### config.mk
export PLATFORM = sky130hd
export DESIGN_NAME = hazard_control_unit_flat
export DESIGN_NICKNAME = d
export VERILOG_FILES = /design/src/rtl/hazard_control_unit_if.sv /design/src/rtl/hazard_control_unit.sv /design/src/flat_wrapper.sv
export SDC_FILE = /design/constraint.sdc
export NUM_CORES = 1
export LEC_CHECK = 0
export BUFFER_PORTS_ARGS = -buffer_cell sky130_fd_sc_hd__buf_2
export CORE_MARGIN = 4
export CORE_UTILIZATION = 48
export DETAILED_ROUTE_END_ITERATION = 10
export GPL_TIMING_DRIVEN = 0
export HOLD_SLACK_MARGIN = 0.05
export PLACE_DENSITY = 0.85
export SLEW_MARGIN = 20
export SYNTH_ARGS = -nofsm -noshare
export SYNTH_HDL_FRONTEND = slang
export SYNTH_SLANG_ARGS = --single-unit
### constraint.sdc
create_clock -name clk -period 3.96 [get_ports clk]
set_input_delay 0.792 -clock clk [delete_from_list [all_inputs] [get_ports clk]]
set_output_delay 0.792 -clock clk [all_outputs]
set_load 0.02 [all_outputs]
### src/rtl/hazard_control_unit_if.sv
// Hazard unit bus: decoder/pipeline hazard inputs, PC and pipeline-register controls, perf counters.
interface hazard_control_unit_if #(
  parameter int unsigned CNT_W = 32
);
  logic [4:0]       ID_Rs;
  logic [4:0]       ID_Rt;
  logic             ID_Jump;
  logic             EX_MemRead;
  logic [4:0]       EX_Rt;
  logic             EX_BranchTaken;
  logic             MEM_MemRead;
  logic             MEM_MemWrite;
  logic             PC_Write;
  logic             IF_ID_Write;
  logic             IF_ID_Flush;
  logic             ID_EX_Flush;
  logic             EX_MEM_Write;
  logic             MEM_WB_Flush;
  logic             mem_busy;
  logic [CNT_W-1:0] stall_cycles;
  logic [CNT_W-1:0] flush_events;

  modport master (
    output ID_Rs, ID_Rt, ID_Jump, EX_MemRead, EX_Rt, EX_BranchTaken, MEM_MemRead, MEM_MemWrite,
    input  PC_Write, IF_ID_Write, IF_ID_Flush, ID_EX_Flush, EX_MEM_Write, MEM_WB_Flush,
           mem_busy, stall_cycles, flush_events
  );

  modport slave (
    input  ID_Rs, ID_Rt, ID_Jump, EX_MemRead, EX_Rt, EX_BranchTaken, MEM_MemRead, MEM_MemWrite,
    output PC_Write, IF_ID_Write, IF_ID_Flush, ID_EX_Flush, EX_MEM_Write, MEM_WB_Flush,
           mem_busy, stall_cycles, flush_events
  );
endinterface

### src/rtl/hazard_control_unit.sv
// Pipeline sequencer: load-use stalls, branch/jump flushes, multi-cycle memory freeze, perf counters.
// The interface CNT_W must match this module's CNT_W.
module hazard_control_unit #(
  parameter int unsigned WAIT_CYCLES = 2,
  parameter int unsigned CNT_W       = 32
) (
  input  logic                  clk,
  input  logic                  reset,
  hazard_control_unit_if.slave  bus
);
  localparam int unsigned    CW       = 4;
  localparam logic [CW-1:0]  CNT_INIT = (WAIT_CYCLES > 0) ? CW'(WAIT_CYCLES - 1) : '0;

  typedef enum logic {ST_RUN, ST_WAIT} state_t;

  state_t           state, state_next;
  logic [CW-1:0]    cnt, cnt_next;
  logic             access, luse, freeze;
  logic             rule_branch, rule_luse, rule_jump;
  logic             stall_inc, flush_inc;
  logic [CNT_W-1:0] stall_q, flush_q;

  always_ff @(posedge clk or posedge reset) begin
    if (reset) begin
      state <= ST_RUN;
      cnt   <= '0;
    end else begin
      state <= state_next;
      cnt   <= cnt_next;
    end
  end

  // Freeze sequencing, then hazard priority: freeze > branch > load-use > jump.
  always_comb begin
    state_next = state;
    cnt_next   = cnt;
    freeze     = 1'b0;
    access     = bus.MEM_MemRead | bus.MEM_MemWrite;
    luse       = bus.EX_MemRead && (bus.EX_Rt != 5'd0) &&
                 ((bus.EX_Rt == bus.ID_Rs) || (bus.EX_Rt == bus.ID_Rt));
    case (state)
      ST_RUN: begin
        if (access && (WAIT_CYCLES > 0)) begin
          freeze     = 1'b1;
          cnt_next   = CNT_INIT;
          state_next = ST_WAIT;
        end
      end
      ST_WAIT: begin
        if (cnt != '0) begin
          freeze   = 1'b1;
          cnt_next = cnt - CW'(1);
        end else begin
          state_next = ST_RUN;
        end
      end
      default: state_next = ST_RUN;
    endcase
    if (reset) begin
      freeze     = 1'b0;
      state_next = ST_RUN;
      cnt_next   = '0;
    end
    rule_branch = !reset && !freeze && bus.EX_BranchTaken;
    rule_luse   = !reset && !freeze && !bus.EX_BranchTaken && luse;
    rule_jump   = !reset && !freeze && !bus.EX_BranchTaken && !luse && bus.ID_Jump;
    stall_inc   = freeze | rule_luse;
    flush_inc   = rule_branch | rule_jump;
  end

  assign bus.PC_Write     = !(freeze || rule_luse);
  assign bus.IF_ID_Write  = !(freeze || rule_luse);
  assign bus.EX_MEM_Write = !freeze;
  assign bus.MEM_WB_Flush = freeze;
  assign bus.IF_ID_Flush  = rule_branch | rule_jump;
  assign bus.ID_EX_Flush  = rule_branch | rule_luse;
  assign bus.mem_busy     = !reset && (state == ST_WAIT);

  // Saturating performance counters.
  always_ff @(posedge clk or posedge reset) begin
    if (reset) begin
      stall_q <= '0;
      flush_q <= '0;
    end else begin
      if (stall_inc && (stall_q != '1)) stall_q <= stall_q + CNT_W'(1);
      if (flush_inc && (flush_q != '1)) flush_q <= flush_q + CNT_W'(1);
    end
  end

  assign bus.stall_cycles = stall_q;
  assign bus.flush_events = flush_q;
endmodule
### src/flat_wrapper.sv
// flat-port wrapper written by rule: the top's interface ports become plain ports
module hazard_control_unit_flat 
#(
  parameter int unsigned WAIT_CYCLES = 2,
  parameter int unsigned CNT_W       = 32
)
  (clk, reset, bus_ID_Rs, bus_ID_Rt, bus_ID_Jump, bus_EX_MemRead, bus_EX_Rt, bus_EX_BranchTaken, bus_MEM_MemRead, bus_MEM_MemWrite, bus_PC_Write, bus_IF_ID_Write, bus_IF_ID_Flush, bus_ID_EX_Flush, bus_EX_MEM_Write, bus_MEM_WB_Flush, bus_mem_busy, bus_stall_cycles, bus_flush_events);
  hazard_control_unit_if #(.CNT_W(CNT_W)) bus_i ();
  input  logic clk;
  input  logic reset;
  input wire logic [$bits(bus_i.ID_Rs)-1:0] bus_ID_Rs;
  input wire logic [$bits(bus_i.ID_Rt)-1:0] bus_ID_Rt;
  input wire logic [$bits(bus_i.ID_Jump)-1:0] bus_ID_Jump;
  input wire logic [$bits(bus_i.EX_MemRead)-1:0] bus_EX_MemRead;
  input wire logic [$bits(bus_i.EX_Rt)-1:0] bus_EX_Rt;
  input wire logic [$bits(bus_i.EX_BranchTaken)-1:0] bus_EX_BranchTaken;
  input wire logic [$bits(bus_i.MEM_MemRead)-1:0] bus_MEM_MemRead;
  input wire logic [$bits(bus_i.MEM_MemWrite)-1:0] bus_MEM_MemWrite;
  output wire logic [$bits(bus_i.PC_Write)-1:0] bus_PC_Write;
  output wire logic [$bits(bus_i.IF_ID_Write)-1:0] bus_IF_ID_Write;
  output wire logic [$bits(bus_i.IF_ID_Flush)-1:0] bus_IF_ID_Flush;
  output wire logic [$bits(bus_i.ID_EX_Flush)-1:0] bus_ID_EX_Flush;
  output wire logic [$bits(bus_i.EX_MEM_Write)-1:0] bus_EX_MEM_Write;
  output wire logic [$bits(bus_i.MEM_WB_Flush)-1:0] bus_MEM_WB_Flush;
  output wire logic [$bits(bus_i.mem_busy)-1:0] bus_mem_busy;
  output wire logic [$bits(bus_i.stall_cycles)-1:0] bus_stall_cycles;
  output wire logic [$bits(bus_i.flush_events)-1:0] bus_flush_events;
  assign bus_i.ID_Rs = bus_ID_Rs;
  assign bus_i.ID_Rt = bus_ID_Rt;
  assign bus_i.ID_Jump = bus_ID_Jump;
  assign bus_i.EX_MemRead = bus_EX_MemRead;
  assign bus_i.EX_Rt = bus_EX_Rt;
  assign bus_i.EX_BranchTaken = bus_EX_BranchTaken;
  assign bus_i.MEM_MemRead = bus_MEM_MemRead;
  assign bus_i.MEM_MemWrite = bus_MEM_MemWrite;
  assign bus_PC_Write = bus_i.PC_Write;
  assign bus_IF_ID_Write = bus_i.IF_ID_Write;
  assign bus_IF_ID_Flush = bus_i.IF_ID_Flush;
  assign bus_ID_EX_Flush = bus_i.ID_EX_Flush;
  assign bus_EX_MEM_Write = bus_i.EX_MEM_Write;
  assign bus_MEM_WB_Flush = bus_i.MEM_WB_Flush;
  assign bus_mem_busy = bus_i.mem_busy;
  assign bus_stall_cycles = bus_i.stall_cycles;
  assign bus_flush_events = bus_i.flush_events;
  hazard_control_unit #(.WAIT_CYCLES(WAIT_CYCLES), .CNT_W(CNT_W)) u_core (.clk(clk), .reset(reset), .bus(bus_i));
endmodule
## Yosys cells after proc, flatten, opt, wreduce, memory -nomap -nowiden

Index checks and enable logic that the tools add are counted.
Widths: inputs -> output; s select.

- Equality and inequality tests: 6
- Add/sub/neg operators: 3
- Bitwise operators: 5
- Reductions and logical operators: 21
- Multiplexer cells: 8

Operators by type and width:

| kind | count |
|---|---|
| $add 32x1->32 const B | 2 |
| $ne 32x32->1 const B | 2 |
| $mux 4 | 3 |
| $logic_and 1x1->1 | 11 |
| $eq 5x5->1 | 2 |
| $pmux 4 s2 | 1 |
| $logic_not 1->1 | 5 |
| $reduce_bool 5->1 | 1 |
| $or 1x1->1 | 4 |
| $reduce_bool 4->1 | 1 |
| $sub 4x1->4 const B | 1 |
| $mux 1 | 3 |
| $ne 3x2->1 const B | 1 |
| $ne 3x3->1 const B | 1 |
| $logic_or 1x1->1 | 2 |
| $pmux 1 s2 | 1 |
| $reduce_and 2->1 | 1 |
| $not 1->1 | 1 |

- Word-level logic and storage cells: 47
- Output and inout port bits: 71
- Bits of input ports: 22
- Register bits after elaboration: 69

## Logic depth before layout (Yosys ltp)

- Word-level depth: 11
- Depth in mapped cells: 12
- Gate-level depth less buffers: 10

## Worst setup path after synthesis

Ideal clock, no wire load.

- Path kind: input port to flip-flop
- Start: input port reset
- End: register u_core.stall_q[28], in the netlist u_core.bus.stall_cycles[28]
- Slack: -687 ps
- Library setup time: 80 ps
- Required time: 3880 ps
- Stages: 10
- Data arrival time: 4567 ps
- Path buffers: 2
- Cell sequence: clkbuf_1 > inv_1 > nand3_1 > clkinv_1 > a21o_2 > inv_2 > or4_4 > buf_6 > nor3_2 > xor2_1

- Longest elaborated chain between the ends: 7
- Elaborated cells between the ends (all ways): 8
- Those cells by class: mux (1); bitwise (1); reduce/logical (6)

RTL lines:

| what | RTL line | RTL |
|---|---|---|
| from (decl) | flat_wrapper.sv:10 | `input logic reset;` |
| $mux 1 | hazard_control_unit.sv:59 | `if (reset) begin` |
| $logic_not 1->1 | - |  |
| named net bus_EX_MEM_Write | flat_wrapper.sv:23 | `output wire logic [$bits(bus_i.EX_MEM_Write)-1:0] bus_EX_MEM_Write;` |
| $logic_and 1x1->1 (3 in series) | hazard_control_unit.sv:65 | `rule_luse = !reset && !freeze && !bus.EX_BranchTaken && luse;` |
| $or 1x1->1 | hazard_control_unit.sv:67 | `stall_inc = freeze \| rule_luse;` |
| $logic_and 1x1->1 | hazard_control_unit.sv:85 | `if (stall_inc && (stall_q != '1)) stall_q <= stall_q + CNT_W'(1);` |
| to (signal assigned) | hazard_control_unit.sv:85 |  |
| to (decl) | hazard_control_unit.sv:21 | `logic [CNT_W-1:0] stall_q, flush_q;` |

The timed path passes the listed nets, and every way through them passes these cells.
A chain may end at the register's enable or synchronous reset.

## Worst setup path after layout

- Start: input port bus_EX_Rt[0]
- End: output port bus_PC_Write

- Longest elaborated chain between the ends: 6
- Elaborated cells between the ends (all ways): 9
- Those cells by class: eq/ne (2); reduce/logical (7)

RTL lines:

| what | RTL line | RTL |
|---|---|---|
| from (decl) | flat_wrapper.sv:15 | `input wire logic [$bits(bus_i.EX_Rt)-1:0] bus_EX_Rt;` |
| $eq 5x5->1 or $reduce_bool 5->1 (tied branches) | hazard_control_unit.sv:40, hazard_control_unit.sv:39 |  |
| $logic_or 1x1->1 or $logic_and 1x1->1 (tied branches) | hazard_control_unit.sv:40, hazard_control_unit.sv:39 |  |
| $logic_and 1x1->1 (*) | hazard_control_unit.sv:39 | `luse = bus.EX_MemRead && (bus.EX_Rt != 5'd0) &&` |
| $logic_and 1x1->1 (*) | hazard_control_unit.sv:65 |  |
| $logic_or 1x1->1 (*) | hazard_control_unit.sv:71 | `assign bus.PC_Write = !(freeze \|\| rule_luse);` |
| $logic_not 1->1 (*) | hazard_control_unit.sv:71 |  |
| to (decl) | flat_wrapper.sv:19 | `output wire logic [$bits(bus_i.PC_Write)-1:0] bus_PC_Write;` |

Mark *: on every way between the ends. The rest lies on a longest branch, timed or not.

==> key figures <==
Clock tree
  – CTS clock-pin slew for the worst setup and hold paths: 0.07 ns
  – Htree depth: 3
  – Number of setup buffers added after CTS: 0
  – CTS tree: done
  – Number of buffers created by CTS: 9
  – Resized Gates After CTS: 0
  – Clock sinks: 69
  – CTS Hold Buffers Added: 0
  – Worst-skew pair later-pin latency: 0.34 ns
  – Clock Root Buffer: clkbuf_8
  – Clk buf depth: 2

Synthesis
  – Cells after synthesis: 335
  – Post-synth top flop: dfrtp_1
  – Asr flop ratio synth: 100%
  – Most area-consuming cells after synthesis: dfrtp_1 50%, xnor2_1 12%, xor2_1 6.1%
  – Syn_nets: 361
  – Yosys reg bits: 69
  – Sequential fraction of the synthesis area: 49.7%
  – Synth top area share: 49.7%
  – Syn Area/Cell: 10.4 µm²
  – Post-Syn Area: 3470 µm²
  – Warning count from the yosys run: 0
  – Leading area contributor after synthesis: dfrtp_1
  – Yosys cell types: 49
  – Post-synth EDFFs: 0

Setup path
  – Worst Path Max Fanout: 7
  – Reg2reg setup slack: 1.44 ns
  – Setup CP Type: in -> out
  – Type of origin of the critical path: input port
  – Req. time, crit path: 3.17 ns
  – Crit path to: bus_PC_Write
  – Worst r2r path cells: 8
  – RR Endpoint: u_core.bus.flush_events[27]
  – CP Capture Type: output pin
  – R2r startpoint: u_core.state
  – Crit path DAT: 2.53 ns
  – Worst setup startpoint: bus_EX_Rt[0]

Detailed routing
  – Pre-antenna DRT Iters: 4
  – Routed Antenna Nets: 0
  – DRC violations left: 0
  – Final wirelength: 7.76 mm
  – 1st-iter DRT viols: 97
  – WL per Instance: 14.4 µm
  – Via count: 2829
  – Vias per Instance: 5.25

STA
  – Worst slew margin: 63.5%
  – Final setup vio count: 0
  – Final worst-path cycle share: 83.8%
  – Min Tclk post-route: 3.32 ns
  – RSZ-0062 raised after global routing: no
  – Setup WS post-layout: 0.641 ns
  – Setup TNS: 0 ns
  – Slew Viols, Final: 0
  – Fmax: 301 MHz
  – Worst clock skew: 0.00506 ns
  – Final hold vios: 0
  – Worst slew pin tran: 0.543 ns

Min path
  – Worst Hold Class: in -> async

Layout
  – Layout area overhead: 23.6%
  – Final core utilization: 62.1%
  – Share of cells above drive strength 1: 29.8%
  – Fin nets: 465
  – Commonest cells after routing, fill and taps aside: 95 x buf_2, 69 x dfrtp_1, 47 x xnor2_1, 37 x nand2_1, 24 x xor2_1
  – Final Instance Area: 4290 µm²
  – Most common cell after layout, fill and taps aside: buf_2
  – Diode count: 0

Floorplanning
  – Row count: 30
  – Die width: 93.1 µm
  – # IOs: 93
  – Die area: 8660 µm²
  – Core Area: 6910 µm²
  – Initial core utilization: 50.3%
  – Chip height: 93.1 µm

Power
  – Final Total Pwr: 0.00173 W
  – VDD IR max: 0.414 mV
  – Int Power: 0.00119 W
  – Power Density: 403 nW/µm²
  – Clock share of power: 31.0%
  – Switching pwr: 0.000544 W
  – Share of total power in combinational logic: 20.4%
  – Switching Fraction: 31.5%
  – Reg power frac: 48.6%
  – Pleak: 2.14 nW

Global routing
  – First-pass GRT wire length: 13.1 mm
  – Vias in the first global route: 2807
  – GRT overflow: 0
  – Initial antenna violation count: 0
  – Pin count of the biggest net entering global routing: 34
  – GR Util All Layers: 18.9%

Placement
  – Dpl cell area: 4110 µm²
  – HPWL Detailed: 5.98 mm
  – GP Congestion: 0.822
  – Count of port buffers added during placement: 91
  – Pre-CTS WS: 0.652 ns

Job
  – Max cap viols: 0

Run status
  – Status: completed
==> power groups by stage <==
| stage | logic, W | registers (W) | clock network [W] |
|---|---|---|---|
| floorplan | 0.000174 | 0.000906 | 0 |
| global placement | 0.000345 | 0.000848 | 0 |
| detailed placement | 0.000358 | 0.000850 | 0 |
| CTS | 0.000359 | 0.000840 | 0.000553 |
| global route | 0.000391 | 0.000854 | 0.000586 |
| finish | 0.000354 | 0.000841 | 0.000536 |
==> cells in the mapped netlist, types with 2 or more instances <==
cell type / n
a31oi_1: 2
nor3b_1: 3
xor2_1: 24
nor4_1: 2
nor2_1: 16
xnor2_1: 47
nor2_2: 3
o21ai_0: 3
ha_1: 4
nand2_1: 37
buf_2: 4
nand3_1: 20
or3_1: 3
and4_1: 3
nor3_2: 2
nor2b_1: 3
nor3_1: 12
nand4_1: 19
and2_1: 6
a21oi_1: 6
nand3b_1: 2
dfrtp_1: 69
or4_1: 2
inv_1: 8
and3_1: 11
==> worst max-delay path: stages <==
cell     delay [ns]
buf_2          0.12
or4_1          0.54
o21ai_0        0.31
nor3_1         0.09
a21o_2         0.27
inv_2          0.14
buf_4          0.12
buf_2          0.15
==> per-stage QoR <==
stage / hold slack (ns) / std cells
after floorplan: 0.474 / 335
after global placement: 0.473 / 522
after detailed placement: 0.470 / 524
after CTS: 0.463 / 539
after global routing: 0.491 / 539
final: 0.477 / 539
==> layer usage <==
metal / track usage, % / vias to the layer above / part of all wire, %
li1: - / 1357 / -
met1: 23.3 / 1380 / 43
met2: 32.5 / 82 / 50
met3: 4.42 / 10 / 5.4
met4: 6.84 / 0 / 1.5
met5: 0 / - / 0
==> cell type report <==
type                       count  area [µm²]
timing repair buffer          93         495
tap                           96         120
buffer                         7        43.8
sequential                    69        1730
clock buffer                  10         128
multi-input combinational    249        1680
fill                         616        2620
inverter                      10        46.3
clock inverter                 5        52.6
==> worst min-delay path by stage <==
stage	start	endpoint	slack [ns]
after global placement	u_core.bus.stall_cycles[19]	u_core.bus.stall_cycles[19]	0.47
final	reset	u_core.cnt[3]	0.48
after floorplan	u_core.cnt[0]	u_core.cnt[0]	0.47
after detailed placement	u_core.bus.flush_events[5]	u_core.bus.flush_events[5]	0.47
after global routing	reset	u_core.bus.flush_events[1]	0.49
after CTS	reset	u_core.bus.flush_events[1]	0.46
==> registers in the layout, summed over array words and instances, names as in the netlist <==
name and flops:
u_core.bus.flush_events 32, u_core.bus.stall_cycles 32, u_core.cnt 4, u_core.state 1
==> cell families after synthesis <==
kind of cell,after synthesis,synth area share [%]
simple gates,155,25.1
xor+xnor,71,17.9
flops,69,49.7
compound gates,18,3.21
buf+inv,17,2.31
fa+ha+maj,4,1.44
mux,1,0.324
Power figures use the tool's default switching activity.
